### src/rtl/sd_sector_pixel_packer.sv
// Strips the 0xFE token and CRC from SD sector bytes and packs data big-endian into tagged RGB565 pixels.
// Latency: a pixel is visible at the FIFO head the cycle after its low byte is accepted.
// Backpressure: byte_ready drops in DATA while the pixel FIFO is full; pix_ready=0 holds the head and x/y.
module sd_sector_pixel_packer #(
  parameter int SECTOR_BYTES = 512,
  parameter int CRC_BYTES    = 2,
  parameter int H_PIXELS     = 320,
  parameter int V_PIXELS     = 240,
  parameter int FIFO_DEPTH   = 16
) (
  input  logic        clock_50r,
  input  logic        reset,
  input  logic [7:0]  byte_in,
  input  logic        byte_valid,
  output logic        byte_ready,
  input  logic        sector_start,
  output logic [15:0] pix_data,
  output logic        pix_valid,
  input  logic        pix_ready,
  output logic [8:0]  pix_x,
  output logic [7:0]  pix_y,
  output logic        frame_start,
  output logic        sector_done
);

  localparam int BCW = (SECTOR_BYTES > 1) ? $clog2(SECTOR_BYTES) : 1;
  localparam int CCW = $clog2(CRC_BYTES + 1);
  localparam int AW  = (FIFO_DEPTH > 1) ? $clog2(FIFO_DEPTH) : 1;
  localparam int FCW = AW + 1;

  localparam logic [BCW-1:0] LAST_DATA = BCW'(SECTOR_BYTES - 1);
  localparam logic [CCW-1:0] LAST_CRC  = CCW'(CRC_BYTES - 1);
  localparam logic [8:0]     X_LAST    = 9'(H_PIXELS - 1);
  localparam logic [7:0]     Y_LAST    = 8'(V_PIXELS - 1);
  localparam logic [FCW-1:0] FIFO_FULL = FCW'(FIFO_DEPTH);

  typedef enum logic [1:0] {ST_IDLE, ST_DATA, ST_CRC} state_t;

  state_t         state_q, state_d;
  logic [BCW-1:0] byte_cnt_q, byte_cnt_d;
  logic [CCW-1:0] crc_cnt_q, crc_cnt_d;
  logic           phase_lo_q, phase_lo_d;
  logic [7:0]     hold_q, hold_d;
  logic           sector_done_q, sector_done_d;
  logic [8:0]     pix_x_q, pix_x_d;
  logic [7:0]     pix_y_q, pix_y_d;

  logic [15:0]    fifo_mem_q [FIFO_DEPTH];
  logic [AW-1:0]  wr_ptr_q, wr_ptr_d;
  logic [AW-1:0]  rd_ptr_q, rd_ptr_d;
  logic [FCW-1:0] fifo_cnt_q, fifo_cnt_d;

  logic           fifo_full;
  logic           fifo_vld;
  logic           byte_acc;
  logic           push;
  logic [15:0]    push_dat;
  logic           pop;

  assign fifo_full  = (fifo_cnt_q == FIFO_FULL);
  assign fifo_vld   = (fifo_cnt_q != '0);
  // Only DATA can fill the FIFO; poll, token and CRC bytes are always taken.
  assign byte_ready = (state_q != ST_DATA) | ~fifo_full;
  assign byte_acc   = byte_valid & byte_ready;
  assign pop        = fifo_vld & pix_ready;

  // Sector framing FSM: discard polls/token, pair data bytes hi-then-lo, count off the CRC.
  always_comb begin
    state_d       = state_q;
    byte_cnt_d    = byte_cnt_q;
    crc_cnt_d     = crc_cnt_q;
    phase_lo_d    = phase_lo_q;
    hold_d        = hold_q;
    sector_done_d = 1'b0;
    push          = 1'b0;
    push_dat      = {hold_q, byte_in};
    case (state_q)
      ST_IDLE: begin
        // Same-cycle byte is the 0xFE token and is dropped.
        if (sector_start) begin
          state_d    = ST_DATA;
          byte_cnt_d = '0;
          phase_lo_d = 1'b0;
        end
      end
      ST_DATA: begin
        if (byte_acc) begin
          byte_cnt_d = byte_cnt_q + 1'b1;
          if (!phase_lo_q) begin
            hold_d     = byte_in;
            phase_lo_d = 1'b1;
          end else begin
            push       = 1'b1;
            phase_lo_d = 1'b0;
          end
          if (byte_cnt_q == LAST_DATA) begin
            state_d    = ST_CRC;
            byte_cnt_d = '0;
            crc_cnt_d  = '0;
          end
        end
      end
      ST_CRC: begin
        if (byte_acc) begin
          crc_cnt_d = crc_cnt_q + 1'b1;
          if (crc_cnt_q == LAST_CRC) begin
            state_d       = ST_IDLE;
            crc_cnt_d     = '0;
            sector_done_d = 1'b1;
          end
        end
      end
      default: state_d = ST_IDLE;
    endcase
  end

  // Pixel FIFO pointers; push never happens when full because byte_ready gates it.
  always_comb begin
    wr_ptr_d   = wr_ptr_q + AW'(push);
    rd_ptr_d   = rd_ptr_q + AW'(pop);
    fifo_cnt_d = fifo_cnt_q + FCW'(push) - FCW'(pop);
  end

  // Raster counters follow the head pixel and only advance on a pop.
  always_comb begin
    pix_x_d = pix_x_q;
    pix_y_d = pix_y_q;
    if (pop) begin
      if (pix_x_q == X_LAST) begin
        pix_x_d = '0;
        pix_y_d = (pix_y_q == Y_LAST) ? '0 : pix_y_q + 1'b1;
      end else begin
        pix_x_d = pix_x_q + 1'b1;
      end
    end
  end

  // State and control registers; reset drops any partial pixel and queued pixels.
  always_ff @(posedge clock_50r or posedge reset) begin
    if (reset) begin
      state_q       <= ST_IDLE;
      byte_cnt_q    <= '0;
      crc_cnt_q     <= '0;
      phase_lo_q    <= 1'b0;
      hold_q        <= '0;
      sector_done_q <= 1'b0;
      pix_x_q       <= '0;
      pix_y_q       <= '0;
      wr_ptr_q      <= '0;
      rd_ptr_q      <= '0;
      fifo_cnt_q    <= '0;
    end else begin
      state_q       <= state_d;
      byte_cnt_q    <= byte_cnt_d;
      crc_cnt_q     <= crc_cnt_d;
      phase_lo_q    <= phase_lo_d;
      hold_q        <= hold_d;
      sector_done_q <= sector_done_d;
      pix_x_q       <= pix_x_d;
      pix_y_q       <= pix_y_d;
      wr_ptr_q      <= wr_ptr_d;
      rd_ptr_q      <= rd_ptr_d;
      fifo_cnt_q    <= fifo_cnt_d;
    end
  end

  // FIFO storage needs no reset; validity comes from the count.
  always_ff @(posedge clock_50r) begin
    if (push) begin
      fifo_mem_q[wr_ptr_q] <= push_dat;
    end
  end

  assign pix_valid   = fifo_vld;
  assign pix_data    = fifo_vld ? fifo_mem_q[rd_ptr_q] : '0;
  assign pix_x       = pix_x_q;
  assign pix_y       = pix_y_q;
  assign frame_start = fifo_vld & (pix_x_q == '0) & (pix_y_q == '0);
  assign sector_done = sector_done_q;

endmodule

### config.mk
export PLATFORM = sky130hd
export DESIGN_NAME = sd_sector_pixel_packer
export DESIGN_NICKNAME = d
export VERILOG_FILES = /design/src/rtl/sd_sector_pixel_packer.sv
export SDC_FILE = /design/constraint.sdc
export NUM_CORES = 1
export LEC_CHECK = 0
export CORE_ASPECT_RATIO = 1.2
export CORE_MARGIN = 5
export CORE_UTILIZATION = 34
export CTS_CLUSTER_SIZE = 30
export DETAILED_ROUTE_END_ITERATION = 12
export HOLD_SLACK_MARGIN = 0.03
export SLEW_MARGIN = 20
export SYNTH_ARGS = -nofsm -noshare
export SYNTH_HDL_FRONTEND = slang
export SYNTH_SLANG_ARGS = --single-unit
export TNS_END_PERCENT = 10
### constraint.sdc
create_clock -name clock_50r -period 3.2 [get_ports clock_50r]
set_clock_uncertainty 0.1 [all_clocks]
set_input_delay 0.64 -clock clock_50r [delete_from_list [all_inputs] [get_ports clock_50r]]
set_output_delay 0.64 -clock clock_50r [all_outputs]
set_load 0.01 [all_outputs]
==> results of run 1 <==
-- routing by layer --
metal	vias to the layer above	part of all wire [%]	global-route usage [%]	wire, microns
li1	2911	-	-	-
met1	3398	43	18.1	11700
met2	162	50	23.0	13600
met3	34	5.4	2.83	1480
met4	0	1.7	3.23	465
met5	-	0	0	0
-- through the flow --
stage	hold slack (ns)	instances	util, %
3_3_place_gp	0.361	1202	38.7
2_1_floorplan	0.349	658	-
5_1_grt	0.324	1269	41.8
4_1_cts	0.282	1267	41.8
3_5_place_dp	0.371	1202	38.7
6_report	0.304	1269	41.8
-- repair_timing --
item,CTS,global route
gates resized for setup,78,2
endpoints found under the setup margin,18,17
endpoints found under the hold margin,0,0
setup buffers,3,2
cloned,1,0
pin swaps,1,1
-- cells in the mapped netlist (all sizes together), types with 5 or more instances --
| cell | count | share of area, % |
|---|---|---|
| clkbuf | 13 | 0.39 |
| inv | 21 | 0.64 |
| buf | 15 | 0.78 |
| xor2 | 6 | 0.42 |
| a221o | 15 | 1.2 |
| nand2 | 26 | 0.79 |
| nor3 | 9 | 0.36 |
| nor2 | 25 | 0.76 |
| dfrtp | 53 | 11 |
| o21ai | 17 | 0.69 |
| edfxtp | 256 | 62 |
| mux4 | 64 | 12 |
| mux2 | 12 | 1.1 |
| and3 | 6 | 0.31 |
| nand2b | 5 | 0.25 |
| a21oi | 8 | 0.32 |
| ha | 16 | 1.6 |
| xnor2 | 7 | 0.50 |
| a22o | 17 | 1.3 |
| nand3 | 13 | 0.53 |
-- cells by family (layout without fill, tap and decap cells) --
kind of cell	after synthesis	after routing	synth area share (%)
flops	309	309	72.9
simple gates	116	116	5.02
compound gates	77	77	4.79
mux	77	77	12.8
buf+inv	49	192	1.81
fa+ha+maj	17	17	1.78
xor+xnor	13	13	0.920
-- worst reg2reg max path, stage by stage, from the launching register on --
cell and delay (ns):
sky130_fd_sc_hd__dfrtp_1 0.39, sky130_fd_sc_hd__inv_2 0.09, sky130_fd_sc_hd__ha_4 0.13, sky130_fd_sc_hd__buf_4 0.09
sky130_fd_sc_hd__buf_4 0.10, sky130_fd_sc_hd__or4bb_4 0.54, sky130_fd_sc_hd__and4_1 0.22, sky130_fd_sc_hd__inv_1 0.06
sky130_fd_sc_hd__ha_1 0.21, sky130_fd_sc_hd__inv_1 0.06, sky130_fd_sc_hd__ha_1 0.16, sky130_fd_sc_hd__inv_1 0.06
sky130_fd_sc_hd__fa_1 0.40, sky130_fd_sc_hd__inv_1 0.07, sky130_fd_sc_hd__a21oi_1 0.06, sky130_fd_sc_hd__o21bai_1 0.15
sky130_fd_sc_hd__xnor2_1 0.13
-- power groups by stage --
stage	Combinational, W	Clock [W]	Sequential, W
after floorplan	0.00242	0	0.00541
after global placement	0.00391	0	0.00563
after detailed placement	0.00393	0	0.00565
after CTS	0.00385	0.00389	0.00558
after global routing	0.00412	0.00406	0.00565
final	0.00380	0.00379	0.00557
-- state kept, by name (all words and copies together), names as in the netlist --
name,count
hold_q,8
wr_ptr_q,4
pix_x,9
fifo_cnt_q,5
sector_done,1
pix_y,8
crc_cnt_q,2
phase_lo_q,1
byte_cnt_q,9
state_q,2
fifo_mem_q,256
rd_ptr_q,4
-- area by class of cell --
class | instances | area, sq um | share of cell area, %
sequential | 309 | 9020 | 60.0
clock inverter | 19 | 184 | 1.22
tap | 468 | 586 | 3.90
clock buffer | 42 | 922 | 6.13
multi-input combinational | 300 | 3220 | 21.4
timing repair buffer | 110 | 1020 | 6.81
inverter | 21 | 78.8 | 0.524
-- worst paths after layout --
check	end	slack, ns	cells past startpoint
setup / recovery	pix_data[5]	-0.28	8
hold / removal	rd_ptr_q[3]$_DFF_PP0_	0.30	2
setup reg to reg	fifo_cnt_q[4]$_DFF_PP0_	0.12	16
hold reg to reg	crc_cnt_q[1]$_DFFE_PP0P_	0.38	1
max in group asynchronous	hold_q[2]$_DFFE_PP0P_	2.01	3
min in group clock_50r	crc_cnt_q[1]$_DFFE_PP0P_	0.38	1
==> results.py, run 1 <==
metrics = {
    "status": {
        "outcome": "complete, but fails checks",
        "violations": "setup timing",
    },
    "synth": {
        "syn_area_per_cell_sq_um": 18.8,
        "number_of_enable_flip_flop_cells_after_synthesis": 256,
        "synthFlopType": "sky130_fd_sc_hd__edfxtp_1",
        "postSynthNetCount": 688,
        "post_synth_instance_area_sq_um": 12400,
        "yosys_warnings": 0,
        "synth.distinct_cells": 62,
        "ys_ff_latch": 309,
        "synth_seq_area_share_pct": 72.9,
        "post_synth_inst_count": 658,
        "synth_async_sr_flop_share_pct": 17.2,
    },
    "pwr": {
        "psw_w": 0.00389,
        "power.share.combinational_pct": 28.9,
        "reg_power_share_pct": 42.3,
        "switching_share_pct": 29.5,
        "pwr_cell_area_nw_per_um2": 875,
        "clock_power_share_pct": 28.8,
        "p_total_w": 0.0132,
        "static-leakage-power_nw": 5.18,
        "internal_power_w": 0.00927,
        "worst_ir_drop_vdd_mv": 0.394,
    },
    "floorplanning": {
        "core_area_sq_um": 35900,
        "io_pins": 50,
        "die_height_microns": 219,
        "die-width_microns": 184,
        "die_outline_area_sq_um": 40300,
        "initial_utilization_pct": 34.4,
        "fp-row-count": 76,
    },
    "timing": {
        "finalHoldViolations": 0,
        "tightestPinTransition_ns": 0.617,
        "final-setup-viol-count": 16,
        "finalMaxSlewViolations": 0,
        "fin_crit_sh_pct": 109,
        "fmaxAchievable_ghz": 0.287,
        "time_the_worst_path_needs_with_i_o_delays_and_setup_ns": 3.48,
        "timing.max_slew.rel_slack_pct": 58.7,
        "setup_tns_final_ns": -4.18,
        "grt_setup_unrepaired": "true",
        "setup_ws_ns": -0.280,
    },
    "job": {
        "timing.max_cap.violations": 0,
    },
    "final_layout": {
        "final_net_count": 806,
        "final_layout_size_suffix_gt1_share_pct": 31.0,
        "antenna_cells_inserted": 0,
        "nFillCells": 3163,
        "final_common_cell": "sky130_fd_sc_hd__edfxtp_1",
        "stdcell_area_sq_um": 15000,
        "most-common-layout-cells": "sky130_fd_sc_hd__edfxtp_1 (256), sky130_fd_sc_hd__mux4_2 (64), sky130_fd_sc_hd__dfrtp_1 (51)",
        "layout-area-overhead-vs-synth_pct": 21.5,
    },
    "drt": {
        "viasPerCell": 5.13,
        "detail_route.wl_per_cell_microns": 21.5,
        "firstDrtPassIters": 6,
        "route.antenna.remaining_nets": 0,
        "detailroute.via_count": 6505,
        "drtIter0Drc": 429,
        "route.final.wire_length_microns": 27300,
        "drc": 0,
    },
    "cts": {
        "tritoncts": "yes",
        "postCtsHoldBufs": 0,
        "cts_inserted_buffers": 34,
        "htree_num_levels": 2,
        "clkSinkCount": 309,
        "clock-root-buffer": "sky130_fd_sc_hd__clkbuf_16",
        "cts.clk_slew.worst_paths_ns": 0.06,
        "clock_tree.buffer_depth": 3,
        "worst_skew_pair.late_latency_ns": 0.51,
    },
    "critical_path": {
        "worst-setup-path-type": "flop to primary output",
        "critical_path_launch_point": "fifo_cnt_q[2]$_DFF_PP0_",
        "cp_slowest_stage_delay_ns": 0.52,
        "data_required_time_of_the_critical_path_ns": 2.46,
        "crit_fanout": 6,
        "start_kind": "flop",
        "path_buf_inv": 3,
        "worst_path_max_delay_cell": "sky130_fd_sc_hd__or4b_4",
        "cp_cell_sequence": "inv_2 -> ha_4 -> or4b_4 -> and3b_2 -> buf_6 -> a22o_2 -> a221o_1 -> buf_2",
        "endpoint_kind": "primary output",
        "worstPathArrival_ns": 2.74,
        "r2r_start": "fifo_cnt_q[2]$_DFF_PP0_",
        "crit_family": "simple AND/OR/NAND/NOR gates",
    },
    "global_route": {
        "antenna_violations_before_repair": 0,
        "grt_pass1_wl_microns": 41500,
        "global_route.usage.total_pct": 13.6,
        "grt_overflow": 0,
        "grt_pass1_vias": 6723,
        "grt_start_max_net_pins": 35,
    },
    "placement": {
        "buffer_ports.inserted": 49,
        "dp.final_hpwl_microns": 16600,
        "dpl_worst_slack_ns": -0.185,
        "placed_area_sq_um": 13900,
        "place_congestion": 0.756,
    },
    "worst_hold_path": {
        "timing.hold.worst.class": "primary input to asynchronous set/reset pin",
    },
}
Note: power is estimated with default switching activity, not from simulation.
==> inputs of run 2 (changes only) <==
--- a/config.mk
+++ b/config.mk
@@ -6,7 +6,7 @@
 export NUM_CORES = 1
 export LEC_CHECK = 0
 export CORE_ASPECT_RATIO = 1.2
-export CORE_MARGIN = 5
+export CORE_MARGIN = 2
 export CORE_UTILIZATION = 34
 export CTS_CLUSTER_SIZE = 30
 export DETAILED_ROUTE_END_ITERATION = 12
==> run 2 against run 1 <==
Effect of this change: the run still ends with setup timing left; non-clock buffer count fell by 1; global-route usage grew 1.1 points; sequential share of layout area up 0.11 points; critical endpoint unchanged; fmax about the same; first-iteration DRC count grew 31%; via count down 1.8%.
==> results.py, run 2 (same netlist as run 1, synthesis figures left out) <==
metrics = {
    "drt": {
        "detailroute.via_count": 6389,
        "viasPerCell": 5.05,
        "drc": 0,
        "detail_route.wl_per_cell_microns": 21.3,
        "route.antenna.remaining_nets": 0,
        "route.final.wire_length_microns": 26900,
        "drtIter0Drc": 560,
        "firstDrtPassIters": 4,
    },
    "final_layout": {
        "stdcell_area_sq_um": 15000,
        "antenna_cells_inserted": 0,
        "largest_register_ff_count": 256,
        "final_layout_size_suffix_gt1_share_pct": 30.8,
        "nFillCells": 3135,
        "register_containing_the_most_flip_flops_in_the_final_layout": "fifo_mem_q",
        "final_common_cell": "sky130_fd_sc_hd__edfxtp_1",
        "final_net_count": 802,
        "finalNonFillerCells": 1264,
        "layout-area-overhead-vs-synth_pct": 21.3,
        "most-common-layout-cells": "sky130_fd_sc_hd__edfxtp_1 (256), sky130_fd_sc_hd__mux4_2 (64), sky130_fd_sc_hd__dfrtp_1 (51)",
    },
    "cts": {
        "postCtsSetupRepairBufs": 0,
        "tritoncts": "yes",
        "clock_tree.buffer_depth": 3,
        "clkSinkCount": 309,
        "clock-root-buffer": "sky130_fd_sc_hd__clkbuf_16",
        "worst_skew_pair.late_latency_ns": 0.56,
        "cts_inserted_buffers": 31,
        "htree_num_levels": 1,
        "cts.clk_slew.worst_paths_ns": 0.06,
        "postCtsHoldBufs": 0,
    },
    "placement": {
        "place_congestion": 0.792,
        "buffer_ports.inserted": 49,
        "dp.final_hpwl_microns": 17100,
        "dp.cells": 1207,
        "placed_area_sq_um": 14000,
    },
    "timing": {
        "finalHoldViolations": 0,
        "time_the_worst_path_needs_with_i_o_delays_and_setup_ns": 3.48,
        "tightestPinTransition_ns": 0.697,
        "grt_setup_unrepaired": "true",
        "fmaxAchievable_ghz": 0.288,
        "final.hold.worst_slack_ns": 0.382,
        "finalMaxSlewViolations": 0,
        "timing.max_slew.rel_slack_pct": 53.4,
        "final-setup-viol-count": 16,
        "setup_ws_ns": -0.278,
        "fin_crit_sh_pct": 109,
    },
    "critical_path": {
        "worst-setup-path-type": "flop to primary output",
        "start_kind": "flop",
        "worstPathArrival_ns": 2.74,
        "worst_path_max_delay_cell": "sky130_fd_sc_hd__or4b_4",
        "crit_fanout": 11,
        "cp_slowest_stage_delay_ns": 0.50,
        "data_required_time_of_the_critical_path_ns": 2.46,
        "cp_cell_sequence": "inv_2 -> ha_4 -> or4b_4 -> and3b_2 -> buf_12 -> a22o_2 -> a221o_1 -> buf_2",
        "endpoint_kind": "primary output",
        "crit_family": "simple AND/OR/NAND/NOR gates",
        "path_buf_inv": 3,
    },
    "pwr": {
        "static-leakage-power_nw": 5.16,
        "pwr_cell_area_nw_per_um2": 870,
        "reg_power_share_pct": 42.5,
        "psw_w": 0.00386,
        "worst_ir_drop_vdd_mv": 0.412,
        "power.share.combinational_pct": 29.0,
        "switching_share_pct": 29.6,
        "internal_power_w": 0.00919,
        "clock_power_share_pct": 28.5,
    },
    "floorplanning": {
        "initial_utilization_pct": 34.5,
        "core_area_sq_um": 35800,
        "die_height_microns": 213,
        "die_outline_area_sq_um": 37900,
        "fp-row-count": 76,
        "die-width_microns": 178,
        "io_pins": 50,
    },
    "global_route": {
        "grt_pass1_wl_microns": 41600,
        "grt_overflow": 0,
        "antenna_violations_before_repair": 0,
        "grt_start_max_net_pins": 38,
        "grt_pass1_vias": 6761,
        "global_route.usage.total_pct": 14.7,
    },
    "worst_hold_path": {
        "timing.hold.worst.class": "flop to flop",
    },
    "status": {
        "violations": "setup timing",
        "outcome": "complete, but fails checks",
    },
    "job": {
        "timing.max_cap.violations": 0,
    },
}
==> run 2: path summary, 6_finish.rpt <==
path	depth (start not counted)	slack, ns	startpoint	endpoint
max	8	-0.28	fifo_cnt_q[2]$_DFF_PP0_	pix_data[5]
min	1	0.38	crc_cnt_q[1]$_DFFE_PP0P_	crc_cnt_q[1]$_DFFE_PP0P_
max reg2reg	15	0.10	fifo_cnt_q[2]$_DFF_PP0_	fifo_cnt_q[4]$_DFF_PP0_
min reg2reg	1	0.38	crc_cnt_q[1]$_DFFE_PP0P_	crc_cnt_q[1]$_DFFE_PP0P_
max in group asynchronous	3	2.01	reset	rd_ptr_q[1]$_DFF_PP0_
min in group asynchronous	2	0.39	reset	phase_lo_q$_DFFE_PP0P_
==> run 2: routing by layer <==
layer  track usage (%)  vias to the layer above  routed length (microns)
met5                 0                        -                        0
met4              5.68                        0                      896
met3              2.15                       44                     1190
met2              25.5                      142                    13800
met1              18.7                     3305                    11000
li1                  -                     2898                        -
==> run 2: metrics by stage <==
step	TNS (ns)	worst slack [ns]	power [W]	util, %
2_1_floorplan	0	0.212	0.00783	-
3_3_place_gp	-1.34	-0.138	0.00961	39.0
3_5_place_dp	-1.83	-0.163	0.00966	39.0
4_1_cts	-4.35	-0.330	0.0132	41.8
5_1_grt	-4.98	-0.367	0.0137	41.9
6_report	-3.70	-0.278	0.0131	41.9
==> run 2: area by class of cell <==
cell class / count / area, sq um / share of cell area (%)
clock buffer: 38 / 875 / 5.83
clock inverter: 19 / 195 / 1.30
tap: 468 / 586 / 3.90
multi-input combinational: 300 / 3210 / 21.4
inverter: 21 / 78.8 / 0.525
timing repair buffer: 109 / 1040 / 6.92
sequential: 309 / 9020 / 60.1
==> run 2: repair_timing <==
item                                    CTS  global route
gates resized for setup                  70             3
pin swaps                                 0             0
endpoints found under the setup margin   18            17
==> run 2: power by group through the flow <==
stage          clock network [W]  logic (W)  registers [W]
2_1_floorplan                  0    0.00242        0.00541
3_3_place_gp                   0    0.00401        0.00560
3_5_place_dp                   0    0.00403        0.00563
4_1_cts                  0.00381    0.00385        0.00555
5_1_grt                  0.00397    0.00409        0.00564
6_report                 0.00373    0.00378        0.00555
==> inputs of run 3 (changes only) <==
--- a/config.mk
+++ b/config.mk
@@ -8,6 +8,7 @@
 export CORE_ASPECT_RATIO = 1.2
 export CORE_MARGIN = 2
 export CORE_UTILIZATION = 34
+export CTS_CLUSTER_DIAMETER = 40
 export CTS_CLUSTER_SIZE = 30
 export DETAILED_ROUTE_END_ITERATION = 12
 export HOLD_SLACK_MARGIN = 0.03
==> run 3 against run 2 <==
Effect of this change: the run still ends with setup timing left; critical path depth did not move; non-clock buffer count did not move; register-to-register slack barely moved; die area did not move; fmax rose by 1.3%; setup slack improved by 0.044 ns; total power rose by 4.2%; critical path type unchanged; largest cell class unchanged; largest power group unchanged; highest routed layer unchanged.
==> results.py, run 3 (same netlist as run 1, synthesis figures left out) <==
metrics = {
    "global_route": {
        "antenna_violations_before_repair": 0,
        "grtUsageMet1_pct": 18.6,
        "grt_start_max_net_pins": 38,
        "most_congested_layer_reported_by_global_routing": "met2",
        "grt_pass1_wl_microns": 41800,
        "grt_pass1_vias": 6826,
        "grt.met2_usage_pct": 25.4,
        "grt_overflow": 0,
        "global_route.usage.total_pct": 14.9,
        "groute.layer.met3.usage_pct": 2.92,
    },
    "final_layout": {
        "finalNonFillerCells": 1275,
        "final_net_count": 808,
        "register_containing_the_most_flip_flops_in_the_final_layout": "fifo_mem_q",
        "stdcell_area_sq_um": 15200,
        "largest_register_ff_count": 256,
        "final_common_cell": "sky130_fd_sc_hd__edfxtp_1",
        "antenna_cells_inserted": 0,
        "layout-area-overhead-vs-synth_pct": 23.1,
        "final_layout_size_suffix_gt1_share_pct": 31.8,
        "most-common-layout-cells": "sky130_fd_sc_hd__edfxtp_1 (256), sky130_fd_sc_hd__mux4_2 (64), sky130_fd_sc_hd__dfrtp_1 (51)",
    },
    "critical_path": {
        "worst-setup-path-type": "flop to primary output",
        "ff2ff_path_depth": 15,
        "crit_fanout": 11,
        "data_required_time_of_the_critical_path_ns": 2.46,
        "endpoint_kind": "primary output",
        "r2r_slack_ns": 0.09,
        "regToRegEndpoint": "fifo_cnt_q[4]$_DFF_PP0_",
        "worstPathArrival_ns": 2.69,
        "start_kind": "flop",
        "r2r_start": "fifo_cnt_q[2]$_DFF_PP0_",
    },
    "timing": {
        "fin_crit_sh_pct": 107,
        "timing.max_slew.rel_slack_pct": 52.3,
        "finalMaxSlewViolations": 0,
        "final-setup-viol-count": 16,
        "tightestPinTransition_ns": 0.713,
        "setup_ws_ns": -0.233,
        "finalHoldViolations": 0,
        "final.hold.worst_slack_ns": 0.378,
        "time_the_worst_path_needs_with_i_o_delays_and_setup_ns": 3.43,
        "grt_setup_unrepaired": "true",
        "fmaxAchievable_ghz": 0.291,
    },
    "cts": {
        "clock-root-buffer": "sky130_fd_sc_hd__clkbuf_16",
        "worst_skew_pair.late_latency_ns": 0.53,
        "postCtsSetupRepairBufs": 0,
        "cts_inserted_buffers": 37,
        "cts.clk_slew.worst_paths_ns": 0.05,
        "tritoncts": "yes",
        "clock_tree.buffer_depth": 3,
        "htree_num_levels": 2,
        "clkSinkCount": 309,
    },
    "status": {
        "violations": "setup timing",
        "outcome": "complete, but fails checks",
    },
    "drt": {
        "detail_route.wl_per_cell_microns": 21.2,
        "route.final.wire_length_microns": 27000,
        "viasPerCell": 5.06,
        "firstDrtPassIters": 5,
        "drtIter0Drc": 437,
        "drc": 0,
        "route.antenna.remaining_nets": 0,
        "detailroute.via_count": 6455,
    },
    "worst_hold_path": {
        "hold_path.startpoint": "crc_cnt_q[1]$_DFFE_PP0P_",
        "min_path_cells": 1,
        "hold-path-endpoint": "crc_cnt_q[1]$_DFFE_PP0P_",
        "timing.hold.worst.class": "flop to flop",
    },
    "placement": {
        "dp.final_hpwl_microns": 17100,
        "dp.cells": 1207,
        "place_congestion": 0.792,
        "placed_area_sq_um": 14000,
        "buffer_ports.inserted": 49,
    },
    "pwr": {
        "static-leakage-power_nw": 5.27,
        "worst_ir_drop_vdd_mv": 0.361,
        "p_total_w": 0.0136,
        "pwr_cell_area_nw_per_um2": 893,
    },
    "floorplanning": {
        "initial_utilization_pct": 34.5,
        "die-width_microns": 178,
        "die_height_microns": 213,
        "io_pins": 50,
        "core_area_sq_um": 35800,
        "die_outline_area_sq_um": 37900,
        "fp-row-count": 76,
    },
    "job": {
        "timing.max_cap.violations": 0,
    },
}
run 3: cell types whose count changed in the layout (fill, tap and decap cells not counted):
cell,delta
sky130_fd_sc_hd__clkbuf_1,+1
sky130_fd_sc_hd__clkinv_4,+1
sky130_fd_sc_hd__clkinv_2,-3
sky130_fd_sc_hd__inv_6,+6
sky130_fd_sc_hd__clkbuf_16,+6
sky130_fd_sc_hd__clkbuf_8,+1
sky130_fd_sc_hd__inv_8,+3
sky130_fd_sc_hd__clkinv_1,-2
sky130_fd_sc_hd__bufinv_16,-1
sky130_fd_sc_hd__clkinv_8,+2
sky130_fd_sc_hd__clkinvlp_4,-3
run 3: power by group:
group / internal (W) / switching (W)
clock: 0.00255 / 0.00173
combinational: 0.00197 / 0.00180
sequential: 0.00503 / 0.000513
total: 0.00956 / 0.00405
run 3: worst max-delay path by stage:
stage,from,to,cells after the start
2_1_floorplan,fifo_cnt_q[3]$_DFF_PP0_,fifo_cnt_q[4]$_DFF_PP0_,15
3_3_place_gp,fifo_cnt_q[2]$_DFF_PP0_,pix_data[12],8
3_5_place_dp,fifo_cnt_q[2]$_DFF_PP0_,pix_data[12],8
4_1_cts,fifo_cnt_q[3]$_DFF_PP0_,pix_data[12],8
5_1_grt,fifo_cnt_q[2]$_DFF_PP0_,pix_data[12],8
6_report,fifo_cnt_q[2]$_DFF_PP0_,pix_data[5],8
run 3: final cells by class:
type | count | area [sq um]
multi-input combinational | 300 | 3210
inverter | 21 | 78.8
clock inverter | 22 | 248
fill | 3108 | 20600
clock buffer | 46 | 1040
tap | 468 | 586
timing repair buffer | 109 | 1040
sequential | 309 | 9020
run 3: what timing repair did:
| item | CTS | global route |
|---|---|---|
| resized for setup | 70 | 3 |
| hold buffers | 0 | 0 |
| pin swaps | 0 | 0 |
| endpoints found under the setup margin | 17 | 17 |
run 3: per-stage QoR:
step | worst slack [ns] | utilization, % | setup TNS, ns
detailed placement | -0.163 | 39.0 | -1.83
floorplan | 0.212 | - | 0
CTS | -0.293 | 42.4 | -3.68
finish | -0.233 | 42.5 | -2.95
global route | -0.329 | 42.5 | -4.26
global placement | -0.138 | 39.0 | -1.34
run 3: worst max-delay path, stage by stage (launching register included):
cell and delay, ns:
sky130_fd_sc_hd__dfrtp_1 0.38, sky130_fd_sc_hd__inv_2 0.08, sky130_fd_sc_hd__ha_4 0.13, sky130_fd_sc_hd__or4b_4 0.50, sky130_fd_sc_hd__and3b_2 0.27, sky130_fd_sc_hd__buf_12 0.15
sky130_fd_sc_hd__a22o_2 0.23, sky130_fd_sc_hd__a221o_1 0.27, sky130_fd_sc_hd__buf_2 0.15
run 3: routing by layer:
| metal | part of all wire [%] | wire (microns) |
|---|---|---|
| met4 | 3.2 | 853 |
| met5 | 0 | 0 |
| met1 | 41 | 11000 |
| met2 | 52 | 13900 |
| met3 | 4.6 | 1250 |
==> edit 1, RTL diff (flow settings as in run 2) <==
Compare `fifo_cnt_q` against `FIFO_FULL` with >= in place of ==.
--- a/src/rtl/sd_sector_pixel_packer.sv
+++ b/src/rtl/sd_sector_pixel_packer.sv
@@ -59,3 +59,3 @@
 
-  assign fifo_full  = (fifo_cnt_q == FIFO_FULL);
+  assign fifo_full  = (fifo_cnt_q >= FIFO_FULL);
   assign fifo_vld   = (fifo_cnt_q != '0);
Check against the original RTL: no difference found for any inputs over 4 cycles, from zero or initial values and one cycle with reset high; that may be too few to reach the edited logic, so the function may still have changed.
==> edit 1 against run 2 <==
The run still ends with setup timing left. Core utilization grew 0.67 points. Design area grew 2.1%. Routed wire length grew 1.7%. Die area grew 0.78%. Area after synthesis grew 0.80%. Sequential cell count is the same. Register-to-register slack gained 0.18 ns. Setup slack gained 0.11 ns. Total power is essentially flat.
==> edit 1: results (changes against run 2) <==
Drt
  • M1 WL: 11800 um (was 11000 um)
  • Met2 WL post-DR: 14000 um (was 13800 um)
  • Vias: 6668 (was 6389)
  • Wire length per cell: 21.1 um (was 21.3 um)
  • Initial DRC Count: 581 (was 560)
  • WL met3: 931 um (was 1190 um)

GRT
  • Largest net degree at the start of global routing: 54 (was 38)
  • First-pass GRT wire length: 42200 um (was 41600 um)
  • Vias in the first global route: 6968 (was 6761)
  • Routing usage on met3: 2.15% (about the same)
  • Grt met2 use: 25.4% (was 25.5%)
  • All-Layer GR Usage: 14.8% (was 14.7%)
  • Met1 usage: 19.7% (was 18.7%)

Layout
  • Final Non-Filler Cells: 1299 (was 1264)
  • Design Area, Final: 15300 sq um (was 15000 sq um)
  • # fillers: 3138 (was 3135)
  • N_diodes: 0 (unchanged)
  • Share of layout cells above drive strength 1: 27.3% (was 30.8%)
  • Nets: 838 (was 802)

Outcome
  • Violated checks: setup timing (unchanged)
  • Status: finished with violations (unchanged)

Timing
  • Endpoints failing setup: 7 (was 16)
  • Hold_ws: 0.357 ns (was 0.382 ns)
  • Setup TNS: -0.716 ns (was -3.70 ns)
  • Setup WS post-layout: -0.172 ns (was -0.278 ns)

Critical path
  • Critical path destination: pix_data[6] (was pix_data[5])
  • Worst R2R Setup Slack: 0.28 ns (was 0.10 ns)
  • CP max stage cell: dfrtp_4 (was or4b_4)
  • CP arrival: 2.63 ns (was 2.74 ns)
  • CP Max Fanout: 6 (was 11)
  • Family with the most delay on the worst path: buffers and inverters (was simple AND/OR/NAND/NOR gates)
  • Reg2Reg Depth: 16 (was 15)
  • CP peak stage delay: 0.52 ns (was 0.50 ns)

Worst hold path
  • Hold Crit Class: in -> async (was reg -> reg)

Clock tree
  • Htree depth: 1 (unchanged)
  • CTS buffer count: 30 (was 31)

Logic synthesis
  • Post-Synth XOR/XNOR Area: 0.913% (was 0.920%)
  • Post-Synth Adder-Cell Area: 1.77% (was 1.78%)
  • Mux cell area share after synthesis: 13.4% (was 12.8%)
  • Synth cell count leaders: 256 x edfxtp_1, 60 x mux4_2, 53 x dfrtp_1 (was 256 x edfxtp_1, 64 x mux4_2, 53 x dfrtp_1)
  • Synth area leaders: edfxtp_1 62%, mux4_2 11%, dfrtp_1 11% (was edfxtp_1 62%, mux4_2 12%, dfrtp_1 11%)
  • Mapped Nets: 715 (was 688)
  • Synth Area in Compound Gates: 4.51% (was 4.79%)
  • Syn_area_per_cell: 18.2 sq um (was 18.8 sq um)

Power and ir drop
  • Seq. pwr: 5.40 mW (was 5.55 mW)
  • Peak VDD IR: 0.513 mV (was 0.412 mV)
  • Switching power share of the total: 29.8% (was 29.6%)
  • Clk pwr: 3.58 mW (was 3.73 mW)
  • Leakage: 5.36 nW (was 5.16 nW)

Placed design
  • DP Cell Count: 1225 (was 1207)
  • Post-detail-place hpwl: 17000 um (was 17100 um)
  • Placed Instance Area: 14000 sq um (about the same)
  • Setup WS pre-CTS: -0.0937 ns (was -0.163 ns)
  • Placer Congestion: 0.748 (was 0.792)
==> edit 1: cell types whose count changed in the layout (fill, tap and decap cells not counted), moves of 5 or more <==
cell	change
dlygate4sd2_1	+10
a221o_1	-15
o21ai_0	+13
mux2i_1	+15
a22o_1	-11
a22oi_1	+8
buf_4	+5
a22o_2	-6
nand2_1	-6
buf_2	-15
nand3_1	+5
nor2b_1	+6
==> edit 1: kinds of logic after synthesis <==
kind of cell,Yosys count
AOI/OAI and AO/OA,84
muxes,90
DFF,309
and+or+nand+nor,126
buffers and inverters,46
adders and majority gates,17
xor gates and xnor gates,13
==> edit 1: layout make-up <==
cell class	count	share of cell area [%]
Inverter	18	0.441
Tap cell	468	3.82
Sequential cell	309	58.8
Clock inverter	22	1.43
Clock buffer	33	5.11
Multi-Input combinational cell	330	22.0
Timing Repair Buffer	119	8.38
==> edit 1: timing repair <==
action	CTS	global route
buffers inserted	16	0
cloned	3	0
endpoints found under the setup margin	17	17
resized for setup	22	12
pin swaps	1	1
==> edit 2, RTL diff (flow settings as in run 2) <==
Without the edit above. The parameter `FIFO_DEPTH` goes from 16 to 8.
--- a/src/rtl/sd_sector_pixel_packer.sv
+++ b/src/rtl/sd_sector_pixel_packer.sv
@@ -8,3 +8,3 @@
   parameter int V_PIXELS     = 240,
-  parameter int FIFO_DEPTH   = 16
+  parameter int FIFO_DEPTH   = 8
 ) (
Behaviour: no difference found for any inputs over 4 cycles, from zero or initial values and one cycle with reset high; that may be too few to reach the edited logic, so the function may still have changed.
==> edit 2 against run 2 <==
Hold slack got worse by 0.0051 ns. Final cell count down 36%. Sequential power down 40%. Total power shrank 40%. Setup slack gained 0.37 ns. Count of clock-buffer cells in the layout shrank 21. Routed wire length decreased by 44%. Design area decreased by 39%. Sequential cell count fell by 131. Area after synthesis is 40% lower. Critical path depth is 3 lower. Critical endpoint is now pix_data[12].
==> edit 2: results (changes against run 2) <==
Power and ir drop
  • Peak VDD IR: 0.472 mV (was 0.412 mV)
  • Logic pwr share: 32.3% (was 29.0%)
  • Seq. pwr: 3.32 mW (was 5.55 mW)
  • Leakage: 3.41 nW (was 5.16 nW)
  • Internal power consumption: 5.39 mW (was 9.19 mW)
  • P_comb: 2.54 mW (was 3.78 mW)

Clock tree
  • Post-CTS Resized: 4 (was 70)
  • Postcts setup bufs: 2 (was 0)
  • Htree depth: 4 (was 1)

Timing
  • Hold_ws: 0.377 ns (was 0.382 ns)
  • Tmin final: 3.11 ns (was 3.48 ns)

Drt
  • Vias: 4121 (was 6389)
  • Initial DRC Count: 206 (was 560)
  • Met2 WL post-DR: 7750 um (was 13800 um)

Logic synthesis
  • Synth cell count leaders: 128 x edfxtp_1, 50 x dfrtp_1, 32 x mux4_2 (was 256 x edfxtp_1, 64 x mux4_2, 53 x dfrtp_1)
  • Syn_area_per_cell: 16.5 sq um (was 18.8 sq um)
  • Mapped Nets: 484 (was 688)
  • Synth async-reset ratio: 28.1% (was 17.2%)

Critical path
  • CP arrival: 2.37 ns (was 2.74 ns)
  • CP peak stage delay: 0.55 ns (was 0.50 ns)
  • Worst flop-to-flop path endpoint: byte_cnt_q[3]$_DFFE_PP0P_ (was fifo_cnt_q[4]$_DFF_PP0_)
  • Worst R2R Setup Slack: 0.50 ns (was 0.10 ns)

Layout
  • Clock buffer cells: 17 (was 38)
  • Non-Clock Buffer Count: 68 (was 109)
  • # fillers: 1948 (was 3135)
  • Seq. cell area: 5100 sq um (was 9020 sq um)
  • Share of layout cells above drive strength 1: 20.1% (was 30.8%)
  • Nets: 554 (was 802)
  • Multi-input logic area: 2280 sq um (was 3210 sq um)
  • Clock-cell share: 6.28% (was 7.13%)

Placed design
  • Post-detail-place hpwl: 9390 um (was 17100 um)
  • Placer Congestion: 0.762 (was 0.792)

GRT
  • Met1 usage: 17.6% (was 18.7%)
  • Routing usage on met3: 2.79% (was 2.15%)

Outcome
  • Status: finished clean (was finished with violations)
==> edit 2: changes by cell type after synthesis, sizes merged, moves of 4 or more <==
| cell | delta |
|---|---|
| mux2i | +16 |
| inv | -6 |
| a22o | -17 |
| nand2 | -4 |
| a221o | -15 |
| clkbuf | -4 |
| mux4 | -32 |
| buf | -7 |
| edfxtp | -128 |
==> edit 2: worst min path at each step <==
stage                                        start                     to
after detailed placement  crc_cnt_q[1]$_DFFE_PP0P_  sector_done$_DFF_PP0_
after CTS                 crc_cnt_q[1]$_DFFE_PP0P_  sector_done$_DFF_PP0_
after global routing      crc_cnt_q[1]$_DFFE_PP0P_  sector_done$_DFF_PP0_
after global placement    crc_cnt_q[1]$_DFFE_PP0P_  sector_done$_DFF_PP0_
final                     crc_cnt_q[1]$_DFFE_PP0P_  sector_done$_DFF_PP0_
after floorplan           crc_cnt_q[1]$_DFFE_PP0P_  sector_done$_DFF_PP0_
